==> config.mk <==
export PLATFORM = sky130hd
export DESIGN_NAME = display_scan_ctrl
export DESIGN_NICKNAME = d
export VERILOG_FILES = /design/src/rtl/display_scan_ctrl.sv
export SDC_FILE = /design/constraint.sdc
export NUM_CORES = 1
export LEC_CHECK = 0
export ABC_AREA = 1
export CAP_MARGIN = 15
export CORE_MARGIN = 2
export CORE_UTILIZATION = 45
export DETAILED_ROUTE_END_ITERATION = 12
export PLACE_DENSITY_LB_ADDON = 0.2
export SETUP_SLACK_MARGIN = 0.1
export SLEW_MARGIN = 10
export SYNTH_ARGS = -nofsm -noshare
export SYNTH_HDL_FRONTEND = slang
export SYNTH_SLANG_ARGS = --single-unit
==> constraint.sdc <==
create_clock -name clk -period 2.76 [get_ports clk]
set_input_delay 0.276 -clock clk [delete_from_list [all_inputs] [get_ports clk]]
set_output_delay 0.276 -clock clk [all_outputs]
set_load 0.005 [all_outputs]
==> src/rtl/display_scan_ctrl.sv <==
`default_nettype none
// ============================================================================
//  Module      : display_scan_ctrl
//  Description : Four-digit multiplexed seven-segment scan controller.
//                Cycles through the digits with a guard interval, buffers
//                new values in a shadow register and commits them to the
//                display only at frame boundaries. Optionally blanks
//                leading zeros.
//  Revision    : 1.0 - initial release
// ============================================================================
module display_scan_ctrl #(
    parameter int REFRESH_DIV = 50000,
    parameter int GUARD       = 2,
    parameter int BLANK_LZ    = 1
) (
    input  logic        clk,
    input  logic        rst_n,
    input  logic        load,
    input  logic [15:0] value,
    output logic [3:0]  bin,
    output logic [3:0]  an,
    output logic        frame_tick,
    output logic        value_err
);

    localparam int                 c_PRE_W    = (REFRESH_DIV > 1) ? $clog2(REFRESH_DIV) : 1;
    localparam logic [c_PRE_W-1:0] c_PRE_LAST = c_PRE_W'(REFRESH_DIV - 1);
    localparam logic [c_PRE_W-1:0] c_GUARD    = c_PRE_W'(GUARD);
    localparam logic [c_PRE_W-1:0] c_PRE_ONE  = c_PRE_W'(1);
    localparam logic [3:0]         c_BLANK    = 4'hF;

    logic [c_PRE_W-1:0] r_pre;
    logic [1:0]         r_idx;
    logic [15:0]        r_shd;
    logic [15:0]        r_dsp;
    logic               r_err;

    logic               w_slot_end;
    logic               w_frame_end;
    logic               w_val_bad;
    logic [3:0]         w_nib;
    logic [3:0]         w_lz;

    assign w_slot_end  = (r_pre == c_PRE_LAST);
    assign w_frame_end = w_slot_end && (r_idx == 2'd3);

    // Any BCD digit above 9 in the incoming value is illegal.
    assign w_val_bad = (value[15:12] > 4'd9) || (value[11:8] > 4'd9) ||
                       (value[7:4]   > 4'd9) || (value[3:0]  > 4'd9);

    // Prescaler and digit index: free-running scan, independent of load.
    always_ff @(posedge clk or negedge rst_n) begin
        if (!rst_n) begin
            r_pre <= '0;
            r_idx <= 2'd0;
        end else if (w_slot_end) begin
            r_pre <= '0;
            r_idx <= r_idx + 2'd1;
        end else begin
            r_pre <= r_pre + c_PRE_ONE;
        end
    end

    // Shadow capture on load; display commit only at the frame boundary,
    // with a coincident load bypassing the shadow straight to the display.
    always_ff @(posedge clk or negedge rst_n) begin
        if (!rst_n) begin
            r_shd <= 16'h0000;
            r_dsp <= 16'h0000;
        end else begin
            if (load) begin
                r_shd <= value;
            end
            if (w_frame_end) begin
                r_dsp <= load ? value : r_shd;
            end
        end
    end

    // Sticky illegal-digit flag, cleared only by reset.
    always_ff @(posedge clk or negedge rst_n) begin
        if (!rst_n) begin
            r_err <= 1'b0;
        end else if (load && w_val_bad) begin
            r_err <= 1'b1;
        end
    end

    // Select the display nibble for the digit currently being scanned.
    always_comb begin
        w_nib = r_dsp[3:0];
        case (r_idx)
            2'd0:    w_nib = r_dsp[3:0];
            2'd1:    w_nib = r_dsp[7:4];
            2'd2:    w_nib = r_dsp[11:8];
            default: w_nib = r_dsp[15:12];
        endcase
    end

    // Leading-zero mask: a digit is blank when it and every higher digit is 0.
    generate
        if (BLANK_LZ != 0) begin : g_lz
            assign w_lz[3] = (r_dsp[15:12] == 4'd0);
            assign w_lz[2] = w_lz[3] && (r_dsp[11:8] == 4'd0);
            assign w_lz[1] = w_lz[2] && (r_dsp[7:4]  == 4'd0);
            assign w_lz[0] = 1'b0;
        end else begin : g_no_lz
            assign w_lz = 4'b0000;
        end
    endgenerate

    // Anode and nibble decode from the registered scan state.
    always_comb begin
        an  = 4'b1111;
        bin = w_nib;
        if (r_pre >= c_GUARD) begin
            an = ~(4'b0001 << r_idx);
        end
        if ((w_nib > 4'd9) || w_lz[r_idx]) begin
            bin = c_BLANK;
        end
    end

    assign frame_tick = w_frame_end;
    assign value_err  = r_err;

endmodule
`default_nettype wire

Word-level counts from Yosys, hierarchy flattened. Cells that the tools add are included.

Flip-flop bits (word level): 51. Latch bits: 0. RAM bits: 0. Memory bits (read-only): 0. Bits of input ports: 19. Output and inout bits: 10. Word-level logic and storage cells: 39. Memories kept: 0.

Add/subtract/negate cells: 2. $mul: 0. Div/mod/pow operators: 0. $lt $le $gt $ge: 7. Equal/unequal tests: 4. Shift-type cells: 1. Multiplexer cells: 7. Bitwise gates (word level): 1. Reductions and logical operators: 12.

Operator list (count): two-way mux 16 bit (2); greater-than comparator 4 bit, second input constant (5); adder 16 x 1 -> 16 bit, second input constant (1); equality test 16 bit, second input constant (1); >= comparator 16 x 2 -> 1 bit, second input constant (1); zero test 4 bit (3); case mux 4 bit (3 select lines) (1); two-way mux 4 bit (2); equality test 2 bit, second input constant (2); logical AND 1 bit (4); logical OR 1 bit (4); NOT 4 bit (1); left shift 1 x 2 -> 4 bit, first input constant (1); < comparator 2 x 3 -> 1 bit, second input constant (1); adder 2 x 1 -> 2 bit, second input constant (1); binary-select mux 1 bit (select 2 bit) (1); equality test 2 x 1 -> 1 bit, second input constant (1); zero test 2 bit (1); two-way mux 1 bit (1).

Depth between registers and ports, before layout. Gate-level depths: netlist of the first run.

Depth in word-level cells: 7. Mapped depth: 9. Gate-level depth less buffers: 9.

Least setup slack after synthesis of the first run. Ideal clock, no wire load.

Path kind: flip-flop to output port. From: register r_pre[1]. To: output port frame_tick. Data arrival time: 1357 ps. Required time: 2484 ps. Slack: 1127 ps. Stages on the path, launching flop included: 9. Buffers on the path: 1. Cell sequence: dfrtp_1 ha_1 nand2_2 nor2_4 inv_2 nor2_8 nand3_4 buf_6 inv_1.

Cells in the longest elaborated chain, start to end: 2.

Ends and longest elaborated chain: from (decl) (line 32) `logic [c_PRE_W-1:0] r_pre;`; from (signal assigned) (line 60) `r_pre <= r_pre + c_PRE_ONE;`; equality test 16 bit (line 44) `assign w_slot_end = (r_pre == c_PRE_LAST);`; logical AND 1 bit (line 45) `assign w_frame_end = w_slot_end && (r_idx == 2'd3);`; to (decl) (line 22) `output logic frame_tick,`.

No other way between the ends.

Worst setup path after layout of the first run.
From: register r_pre[0]. To: output port frame_tick.

Same word-level chain as after synthesis.

==> impl_metrics.tcl, run 1 <==
set metrics [dict create \
    status "finished, final reports clean" \
    total_placed_cells_including_tap_cells 430 \
    setup_viol_count_final 0 \
    synth_cells 334 \
    synth_top_family_by_area "simple AND/OR/NAND/NOR gates" \
    fin_crit_ns 2.48 \
    synth.distinct_cells 24 \
    yosys_warnings 0 \
    flow.area_growth_from_synthesis_pct 17.6 \
    finalWirelength_um 5430 \
    worstRegToRegCells 9 \
    worstMarginPinSlew_ns 0.579 \
    clockPowerShare_pct 35.4 \
    grt_max_degree 34 \
    io_buffers 28 \
    final.period_utilization_pct 90.0 \
    relSlewSlack_pct 61.4 \
    post_drt_via_cell_ratio 4.92 \
    finalHoldWorstSlack_ns 0.474 \
    final_net_count 392 \
    post_synth_fa_ha_maj_area_fraction_pct 3.32 \
    gr-usage-all-layers_pct 19.1 \
    antenna_found_initial 0 \
    unrepaired_setup_endpoints_after_global_routing "false" \
    skew_ns 0.00489 \
    crit_fanout 18 \
    post_dp_hpwl_um 4050 \
    clock_tree.root_cell "clkbuf_8" \
    synth_compound_gate_area_share_pct 6.06 \
    critPathArrivalTime_ns 2.21 \
    number_of_buffers_inserted_during_clock_tree_synthesis 5 \
    synthMuxAreaShare_pct 0 \
    min-delay-path-class "reg2reg" \
    final_max_tran_viols 0 \
    finalHoldViolCount 0 \
    combinationalPowerShare_pct 6.1 \
    core.rowCount 27 \
    floorplan.initialDensity_pct 47.4 \
    h_tree_levels 2 \
    fin_tns_setup_ns 0 \
    synth_seq_area_share_pct 48.3 \
    timing.setup.critical_path_class "reg2out" \
    end_kind "primary output" \
    cts_num_sinks 51 \
    p_int_mw 1.03 \
    die_height_um 80.6 \
    first_pass_iters 4 \
    number_of_nets_produced_by_synthesis 360 \
    place.gp.congestion 0.859 \
    num_io_pins 29 \
    via_count 2161 \
    coreArea_um2 5570 \
    wire_length_of_the_first_global_routing_pass_um 9520 \
    floorplan.die_area_um2 6500 \
    slowest_delay_ns 0.49 \
    fin_cells 439 \
    critical_path.slowest_cell "clkdlybuf4s50_1" \
    first_global_vias 1977 \
    tritoncts "built" \
    leakagePower_nw 1.47 \
    die_w_um 80.6 \
    drc_viols 0 \
    post_synth_instance_area_um2 2640 \
    post_synth.cell_area_avg_um2 7.91 \
    place_ws_ns 0.567 \
    crit_chain "ha_1 > nand2_2 > nor2_4 > inv_2 > nor2_8 > nand3_4 > inv_1 > clkdlybuf4s50_1" \
    final_layout_size_suffix_gt1_share_pct 7.63 \
    max-clock-path-buffers 2 \
    pwr_density_cell_nw_per_um2 425 \
    ys_seq_elements 51 \
    cts.clk_slew.worst_paths_ns 0.09 \
    yosys.area_share.simple_pct 33.2 \
    worst_ir_drop_vdd_mv 0.271 \
    finalWorstSetupSlack_ns 0.277 \
    critical_path_required_ns 2.48 \
    clock_latency_ns 0.30 \
    route.antenna.remaining_nets 0 \
    grt-ovfl-total 0 \
    netSwitchingFraction_pct 22.0 \
    synthXorXnorAreaFrac_pct 2.65 \
    timing.max_cap.violations 0 \
    p_sw_uw 290 \
    dr_iter_0_viols 169 \
    start_kind "flop" \
    ant_diodes 0 \
    timing.hold.worst_path_depth 2 \
    power_frac_seq_pct 58.5 \
    wl_per_cell_um 12.4 \
    fmaxAchievable_ghz 0.403 \
]
-- cells by family (layout without fill, tap and decap cells) --
kind of cell | after synthesis | in the layout
XOR/XNOR | 8 | 8
AND/OR/NAND/NOR | 196 | 196
AO/OA/AOI/OAI | 30 | 30
buffers and inverters | 42 | 75
adder cells (fa/ha/maj) | 7 | 7
flip-flops | 51 | 51
-- synth_stat cells (all sizes together) --
library cell | instances | share of area, %
ha | 7 | 3.3
dfrtp | 51 | 48
nand4 | 21 | 5.0
xor2 | 8 | 2.7
nand3 | 15 | 3.5
nor4 | 1 | 0.24
nand2 | 115 | 17
or2 | 4 | 0.95
buf | 3 | 0.90
a21oi | 2 | 0.38
nor2 | 37 | 6.4
nor3 | 3 | 0.57
clkbuf | 5 | 0.71
inv | 34 | 4.8
o21ai | 24 | 4.5
o21bai | 4 | 1.1
-- stage by stage --
step	power, mW	utilization [%]	instance area, um^2
finish	1.32	55.7	3110
global route	1.38	55.7	3110
CTS	1.34	55.7	3100
detailed placement	0.869	53.7	2990
global placement	0.867	53.7	2990
floorplan	0.815	-	2640
-- worst max-delay path, delay by kind of cell, from the launching register on --
| kind | cells | cell delay, ns |
|---|---|---|
| AND/OR/NAND/NOR | 4 | 0.61 |
| adder cells (fa/ha/maj) | 1 | 0.22 |
| buffers and inverters | 3 | 0.65 |
| flip-flops | 1 | 0.42 |
-- timing repair --
action	4_1_cts	5_1_grt
endpoints found under the setup margin	0	3
hold buffers	1	0
gates resized for setup	0	3
setup buffers	0	0
endpoints found under the hold margin	25	0
-- metal layers --
metal | up-vias | part of all wire [%] | track usage, %
li1 | 1127 | - | -
met1 | 980 | 55 | 30.0
met2 | 49 | 39 | 26.6
met3 | 5 | 4.3 | 3.03
met4 | 0 | 1.4 | 6.10
met5 | - | 0 | 0
-- path summary, 6_finish.rpt --
kind                            slack (ns)               endpoint                  start
worst max-delay path                  0.28             frame_tick     r_pre[0]$_DFF_PN0_
worst min-delay path                  0.47  value_err$_DFFE_PN0P_  value_err$_DFFE_PN0P_
worst max register to register        0.96  r_dsp[11]$_DFFE_PN0P_     r_pre[0]$_DFF_PN0_
worst min register to register        0.47  value_err$_DFFE_PN0P_  value_err$_DFFE_PN0P_
max in group asynchronous             1.49   r_idx[1]$_DFFE_PN0N_                  rst_n
min in group asynchronous             0.50    r_pre[11]$_DFF_PN0_                  rst_n
-- layout by cell type (no fill, tap or decap) --
cell,n
dfrtp_2,2
nand2_2,2
nand3_2,1
nand4_1,21
nor2_1,34
o21ai_0,23
buf_2,1
nor3_1,3
inv_2,3
nor2_4,2
o21bai_1,4
inv_1,31
clkbuf_8,7
dlygate4sd3_1,1
or2_2,4
ha_1,7
a21oi_1,2
dfrtp_1,49
buf_4,4
clkbuf_1,1
clkdlybuf4s50_1,27
nor2_8,1
nor4_1,1
xor2_1,8
nand3_1,13
nand2_1,113
nand3_4,1
o21ai_1,1
-- state kept, by name, summed over array words and instances (netlist names) --
name       cells
r_shd         16
r_idx          2
value_err      1
r_pre         16
r_dsp         16
-- area by class of cell --
class,instances,area (um^2)
clock buffers,8,100
fillers,549,2470
inverters,34,128
multi-input cells,241,1190
flip-flops and latches,51,1280
well taps,72,90.1
repair buffers,33,315
-- power groups by stage --
| stage | combinational (mW) | clock (mW) | sequential, mW |
|---|---|---|---|
| 6_report | 0.0809 | 0.468 | 0.773 |
| 5_1_grt | 0.0945 | 0.508 | 0.775 |
| 4_1_cts | 0.0829 | 0.480 | 0.773 |
| 3_5_place_dp | 0.0815 | 0 | 0.788 |
| 3_3_place_gp | 0.0804 | 0 | 0.787 |
| 2_1_floorplan | 0.0285 | 0 | 0.786 |
No activity file was read; power rests on OpenSTA's default activity.
==> inputs of run 2 (changes only) <==
--- a/config.mk
+++ b/config.mk
@@ -6,5 +6,4 @@
 export NUM_CORES = 1
 export LEC_CHECK = 0
-export ABC_AREA = 1
 export CAP_MARGIN = 15
 export CORE_MARGIN = 2
==> constraint.sdc (replaced) <==
create_clock -name clk -period 2.76 [get_ports clk]
set_input_delay 0.414 -clock clk [delete_from_list [all_inputs] [get_ports clk]]
set_output_delay 0.414 -clock clk [all_outputs]
set_load 0.005 [all_outputs]
==> run 2 against run 1 <==
Net effect:
- final area is 2.5% lower
- sequential power is 3.1% higher
- clock-buffer cell count is 2 lower
- non-clock buffer count is 4 higher
- combinational power is 50% higher
- die area is 6.1% lower
- largest cell class unchanged
- largest power group unchanged
==> impl_metrics.tcl, run 2 <==
set metrics [dict create \
    post_drt_via_cell_ratio 5.24 \
    yosys.area.top_type "dfrtp_1" \
    clockPowerShare_pct 39.5 \
    io_buffers 28 \
    tritoncts "built" \
    critPathArrivalTime_ns 2.15 \
    critical_path_required_ns 2.35 \
    flow.area_growth_from_synthesis_pct 22.6 \
    yosys.cell_count.top_type "dfrtp_1" \
    p_sw_uw 302 \
    netSwitchingFraction_pct 19.9 \
    core.rowCount 26 \
    unrepaired_setup_endpoints_after_global_routing "false" \
    timing.critical_path.buf_inv 1 \
    clock_tree.root_cell "clkbuf_8" \
    combinationalPowerShare_pct 8.0 \
    fin_crit_ns 2.57 \
    cts.clk_slew.worst_paths_ns 0.09 \
    number_of_buffers_inserted_during_clock_tree_synthesis 5 \
    async_reset_ff_share_pct 100 \
    synth_cells 204 \
    ys_seq_elements 51 \
    finalWirelength_um 4640 \
    die_height_um 78.1 \
    relSlewSlack_pct 70.2 \
    final_net_count 266 \
    gr-usage-all-layers_pct 16.5 \
    critical_path.slowest_cell "or4_4" \
    leakagePower_nw 1.36 \
    first_global_vias 1608 \
    first_pass_iters 6 \
    synth_top_cell_area_share_pct 51.6 \
    power_frac_seq_pct 52.5 \
    power_mw 1.52 \
    post_synth_instance_area_um2 2470 \
    post_dp_hpwl_um 3320 \
    synthTopCellsByCount "dfrtp_1, mux2_2, nor2_1" \
    slowest_delay_ns 0.55 \
    final_layout_size_suffix_gt1_share_pct 28.6 \
    wire_length_of_the_first_global_routing_pass_um 7820 \
    wl_per_cell_um 14.9 \
    setup_viol_count_final 0 \
    p_int_mw 1.22 \
    status "finished, final reports clean" \
    total_placed_cells_including_tap_cells 297 \
    min-delay-path-class "in2async" \
    final_max_tran_viols 0 \
    dr_iter_0_viols 87 \
    fin_cells 311 \
    worstMarginPinSlew_ns 0.447 \
    layout_top_registers "r_dsp: 16 flops, r_pre: 16 flops, r_shd: 16 flops" \
    synth.distinct_cells 33 \
    fin_tns_setup_ns 0 \
    crit_chain "or4_4 > a211o_1 > nand2_1 > clkdlybuf4s50_1" \
    drc_viols 0 \
    timing.max_cap.violations 0 \
    final_common_cell "dfrtp_1" \
    crit_fanout 3 \
    route.antenna.remaining_nets 0 \
    start_kind "flop" \
    num_io_pins 29 \
    number_of_nets_produced_by_synthesis 230 \
    synth.top_cells.by_area "dfrtp_1, mux2_2, mux2_4, ha_1, xor2_1" \
    reg2reg_slack_ns 0.69 \
    antenna_found_initial 0 \
    max-clock-path-buffers 2 \
    finalHoldViolCount 0 \
    final_cell_mix "dfrtp_1, mux2_2, clkdlybuf4s50_1" \
    pwr_density_cell_nw_per_um2 501 \
    post_synth.cell_area_avg_um2 12.1 \
    timing.setup.critical_path_class "reg2out" \
    via_count 1630 \
    fmaxAchievable_ghz 0.390 \
    final.period_utilization_pct 93.0 \
    floorplan.initialDensity_pct 47.5 \
    grt-ovfl-total 0 \
    hold_buffers 0 \
    coreArea_um2 5200 \
    place.gp.congestion 0.919 \
    die_w_um 78.1 \
    cts_num_sinks 51 \
    grt_max_degree 33 \
    floorplan.die_area_um2 6100 \
    cpLargestDelayFamily "simple AND/OR/NAND/NOR gates" \
    yosys_warnings 0 \
    h_tree_levels 2 \
    worst_ir_drop_vdd_mv 0.337 \
    end_kind "primary output" \
    synth_seq_area_share_pct 51.6 \
    skew_ns 0.00800 \
    top_ff_cell_synth "dfrtp_1" \
    ant_diodes 0 \
    synth-edff-count 0 \
    clock_latency_ns 0.31 \
]
## run 2: changes by cell type after synthesis, sizes merged, moves of 11 or more
cell   change
nor2      -23
inv       -27
mux2      +33
nand2    -104
nand4     -11
o21ai     -18
## run 2: repair_timing
item / in CTS / in global routing
gates resized for setup: 12 / 10
buffers inserted: 4 / 2
endpoints found under the setup margin: 8 / 7
pin swaps: 4 / 7
## run 2: final cells by class
type | count | area [um^2]
Fill cell | 447 | 2170
Sequential cell | 51 | 1280
Clock buffer | 6 | 72.6
Timing Repair Buffer | 37 | 349
Clock inverter | 2 | 60.1
Inverter | 7 | 26.3
Multi-Input combinational cell | 138 | 1150
Tap cell | 70 | 87.6
## run 2: power groups by stage
stage | Clock, mW | Combinational, mW | Sequential (mW)
final | 0.599 | 0.121 | 0.797
after global routing | 0.653 | 0.135 | 0.802
after CTS | 0.616 | 0.122 | 0.797
after detailed placement | 0 | 0.123 | 0.812
after global placement | 0 | 0.122 | 0.811
after floorplan | 0 | 0.0621 | 0.806
## run 2: through the flow
step | hold slack, ns | setup slack [ns] | instance area, um^2 | utilization, %
global placement | 0.384 | 0.264 | 2800 | 53.8
floorplan | 0.118 | 0.742 | 2470 | -
detailed placement | 0.388 | 0.224 | 2800 | 53.8
CTS | 0.0420 | 0.101 | 2980 | 57.3
finish | 0.0372 | 0.193 | 3030 | 58.2
global route | 0.0666 | 0.101 | 3030 | 58.2
## run 2: worst paths after layout
kind	start	endpoint	cells past startpoint
min in group clk	value_err$_DFFE_PN0P_	value_err$_DFFE_PN0P_	1
worst max-delay path	r_dsp[10]$_DFFE_PN0P_	bin[3]	4
worst min register to register	value_err$_DFFE_PN0P_	value_err$_DFFE_PN0P_	1
worst max register to register	r_pre[11]$_DFF_PN0_	r_dsp[7]$_DFFE_PN0P_	4
worst min-delay path	rst_n	r_dsp[15]$_DFFE_PN0P_	1
max in group asynchronous	rst_n	r_pre[14]$_DFF_PN0_	2
## run 2: routing by layer
layer	up-vias	global-route usage [%]	wire length, um
met2	39	26.8	2310
met4	0	4.74	39
met5	-	0	0
met1	779	21.7	2080
met3	4	4.71	214
li1	808	-	-
## run 2: cells by family (layout without fill, tap and decap cells)
family,count (synthesis),count (layout),share of synthesized area (%)
flip-flops,51,51,51.6
adder cells (fa/ha/maj),7,7,3.54
XOR/XNOR,14,14,4.96
AND/OR/NAND/NOR,62,62,13.8
multiplexers,33,33,16.6
buffers and inverters,15,52,3.24
AO/OA/AOI/OAI,22,22,6.23
==> inputs of run 3 (changes only) <==
Clock period 2.76 ns to 3.3 ns, I/O delays scaled along.
==> run 3 against run 2 <==
Net effect:
- total power decreased by 25%
- combinational power down 17%
- via count decreased by 1.5%
- clock power fell by 37%
- final area is 4.7% lower
- core utilization down 2.7 points
- clock-buffer cell count rose by 2
- sequential power decreased by 16%
- critical path depth grew 3
- die area stayed put
- register-to-register slack gained 0.51 ns
- largest cell class unchanged
- largest power group unchanged
- highest routed layer unchanged
==> impl_metrics.tcl, run 3 (same netlist as run 2, synthesis figures left out) <==
set metrics [dict create \
    die_height_um 78.1 \
    gr-usage-met3_pct 3.56 \
    clock_tree.root_cell "clkbuf_8" \
    final_max_tran_viols 0 \
    io_buffers 28 \
    leakagePower_nw 1.28 \
    place.gp.congestion 0.920 \
    pwr_density_cell_nw_per_um2 396 \
    total_placed_cells_including_tap_cells 295 \
    clock_latency_ns 0.29 \
    wl_per_cell_um 15.1 \
    final.period_utilization_pct 90.8 \
    post_dp_cell_area_um2 2790 \
    h_tree_levels 2 \
    fin_cells 303 \
    wire_length_of_the_first_global_routing_pass_um 7740 \
    die_w_um 78.1 \
    flow.area_growth_from_synthesis_pct 16.9 \
    first_global_vias 1626 \
    relSlewSlack_pct 51.6 \
    final_common_cell "dfrtp_1" \
    post_cts.repair.setup_buffers 0 \
    worstRegToRegCells 5 \
    core.rowCount 26 \
    timing.setup.critical_path_class "reg2out" \
    start_kind "flop" \
    worstMarginPinSlew_ns 0.724 \
    drc_viols 0 \
    finalWirelength_um 4580 \
    antenna_found_initial 0 \
    grt-ovfl-total 0 \
    gr-usage-all-layers_pct 16.3 \
    ctsResizeCount 0 \
    fin_tns_setup_ns 0 \
    setup_viol_count_final 0 \
    number_of_buffers_inserted_during_clock_tree_synthesis 5 \
    floorplan.initialDensity_pct 47.5 \
    min-delay-path-class "in2async" \
    fin_crit_ns 3.00 \
    ant_diodes 0 \
    unrepaired_setup_endpoints_after_global_routing "false" \
    tritoncts "built" \
    worst_ir_drop_vdd_mv 0.243 \
    floorplan.die_area_um2 6100 \
    groute.layer.met2.usage_pct 26.8 \
    coreArea_um2 5200 \
    max-clock-path-buffers 2 \
    finalHoldViolCount 0 \
    post_dp_hpwl_um 3280 \
    skew_ns 0.00353 \
    timing.max_cap.violations 0 \
    dr_iter_0_viols 107 \
    final_cell_mix "dfrtp_1, clkdlybuf4s50_1, mux2_2" \
    post_drt_via_cell_ratio 5.30 \
    crit_fanout 6 \
    critical_path_required_ns 2.80 \
    final_layout_size_suffix_gt1_share_pct 20.2 \
    cts_num_sinks 51 \
    final_net_count 258 \
    layout_top_registers "r_dsp: 16 flops, r_pre: 16 flops, r_shd: 16 flops" \
    route.antenna.remaining_nets 0 \
    via_count 1606 \
    grt_max_degree 34 \
    grt.met1_usage_pct 21.1 \
    fin_area_um2 2890 \
    fmaxAchievable_ghz 0.334 \
    top_usage_layer "met2" \
    status "finished, final reports clean" \
    critPathArrivalTime_ns 2.50 \
    num_io_pins 29 \
    end_kind "primary output" \
    cts.clk_slew.worst_paths_ns 0.08 \
    hold_buffers 0 \
    first_pass_iters 5 \
]
[run 3: changes by cell type in the layout (fill, tap and decap cells not counted), sizes merged]
| cell | previous run | this run |
|---|---|---|
| dlygate4sd2 | 3 | 0 |
| dlymetal6s2s | 4 | 0 |
| buf | 10 | 2 |
| clkbuf | 6 | 8 |
| bufinv | 2 | 0 |
| clkdlybuf4s50 | 20 | 27 |
[run 3: stage by stage]
stage	util, %	setup slack (ns)	power [mW]	hold WS, ns
global route	55.5	0.199	1.21	0.285
floorplan	-	1.27	0.726	0.199
CTS	55.5	0.319	1.16	0.253
finish	55.5	0.304	1.14	0.238
detailed placement	53.6	0.654	0.781	0.453
global placement	53.6	0.730	0.779	0.440
[run 3: worst paths after layout]
path,start,to,slack (ns)
worst max-delay path,r_idx[0]$_DFFE_PN0N_,bin[1],0.30
worst min register to register,value_err$_DFFE_PN0P_,value_err$_DFFE_PN0P_,0.46
min in group clk,value_err$_DFFE_PN0P_,value_err$_DFFE_PN0P_,0.46
worst max register to register,r_pre[0]$_DFF_PN0_,r_idx[1]$_DFFE_PN0N_,1.20
max in group asynchronous,rst_n,r_dsp[14]$_DFFE_PN0P_,2.33
worst min-delay path,rst_n,r_shd[13]$_DFF_PN0_,0.24
[run 3: final cells by class]
cell class                 count  area [um^2]
tap                           70         87.6
fill                         458         2320
multi-input combinational    138         1110
sequential                    51         1280
inverter                       7         26.3
timing repair buffer          29          283
clock buffer                   8          100
[run 3: report_power, final]
group | leakage, nW | total, mW | switching (mW) | internal, mW
clock | 0.0515 | 0.375 | 0.184 | 0.191
combinational | 0.593 | 0.100 | 0.0410 | 0.0592
sequential | 0.639 | 0.666 | 0.0129 | 0.654
[run 3: per-layer routing]
| metal | up-vias | part of all wire (%) |
|---|---|---|
| li1 | 790 | - |
| met3 | 8 | 3.6 |
| met2 | 42 | 49 |
| met1 | 766 | 46 |
| met4 | 0 | 1.5 |
| met5 | - | 0 |
[run 3: critical path, cell delays in order (launching register included)]
cell             delay (ns)
dfrtp_1                0.44
inv_1                  0.12
ha_1                   0.28
a222oi_1               0.39
nand2_1                0.13
o21a_1                 0.13
a211o_1                0.28
clkdlybuf4s50_1        0.44
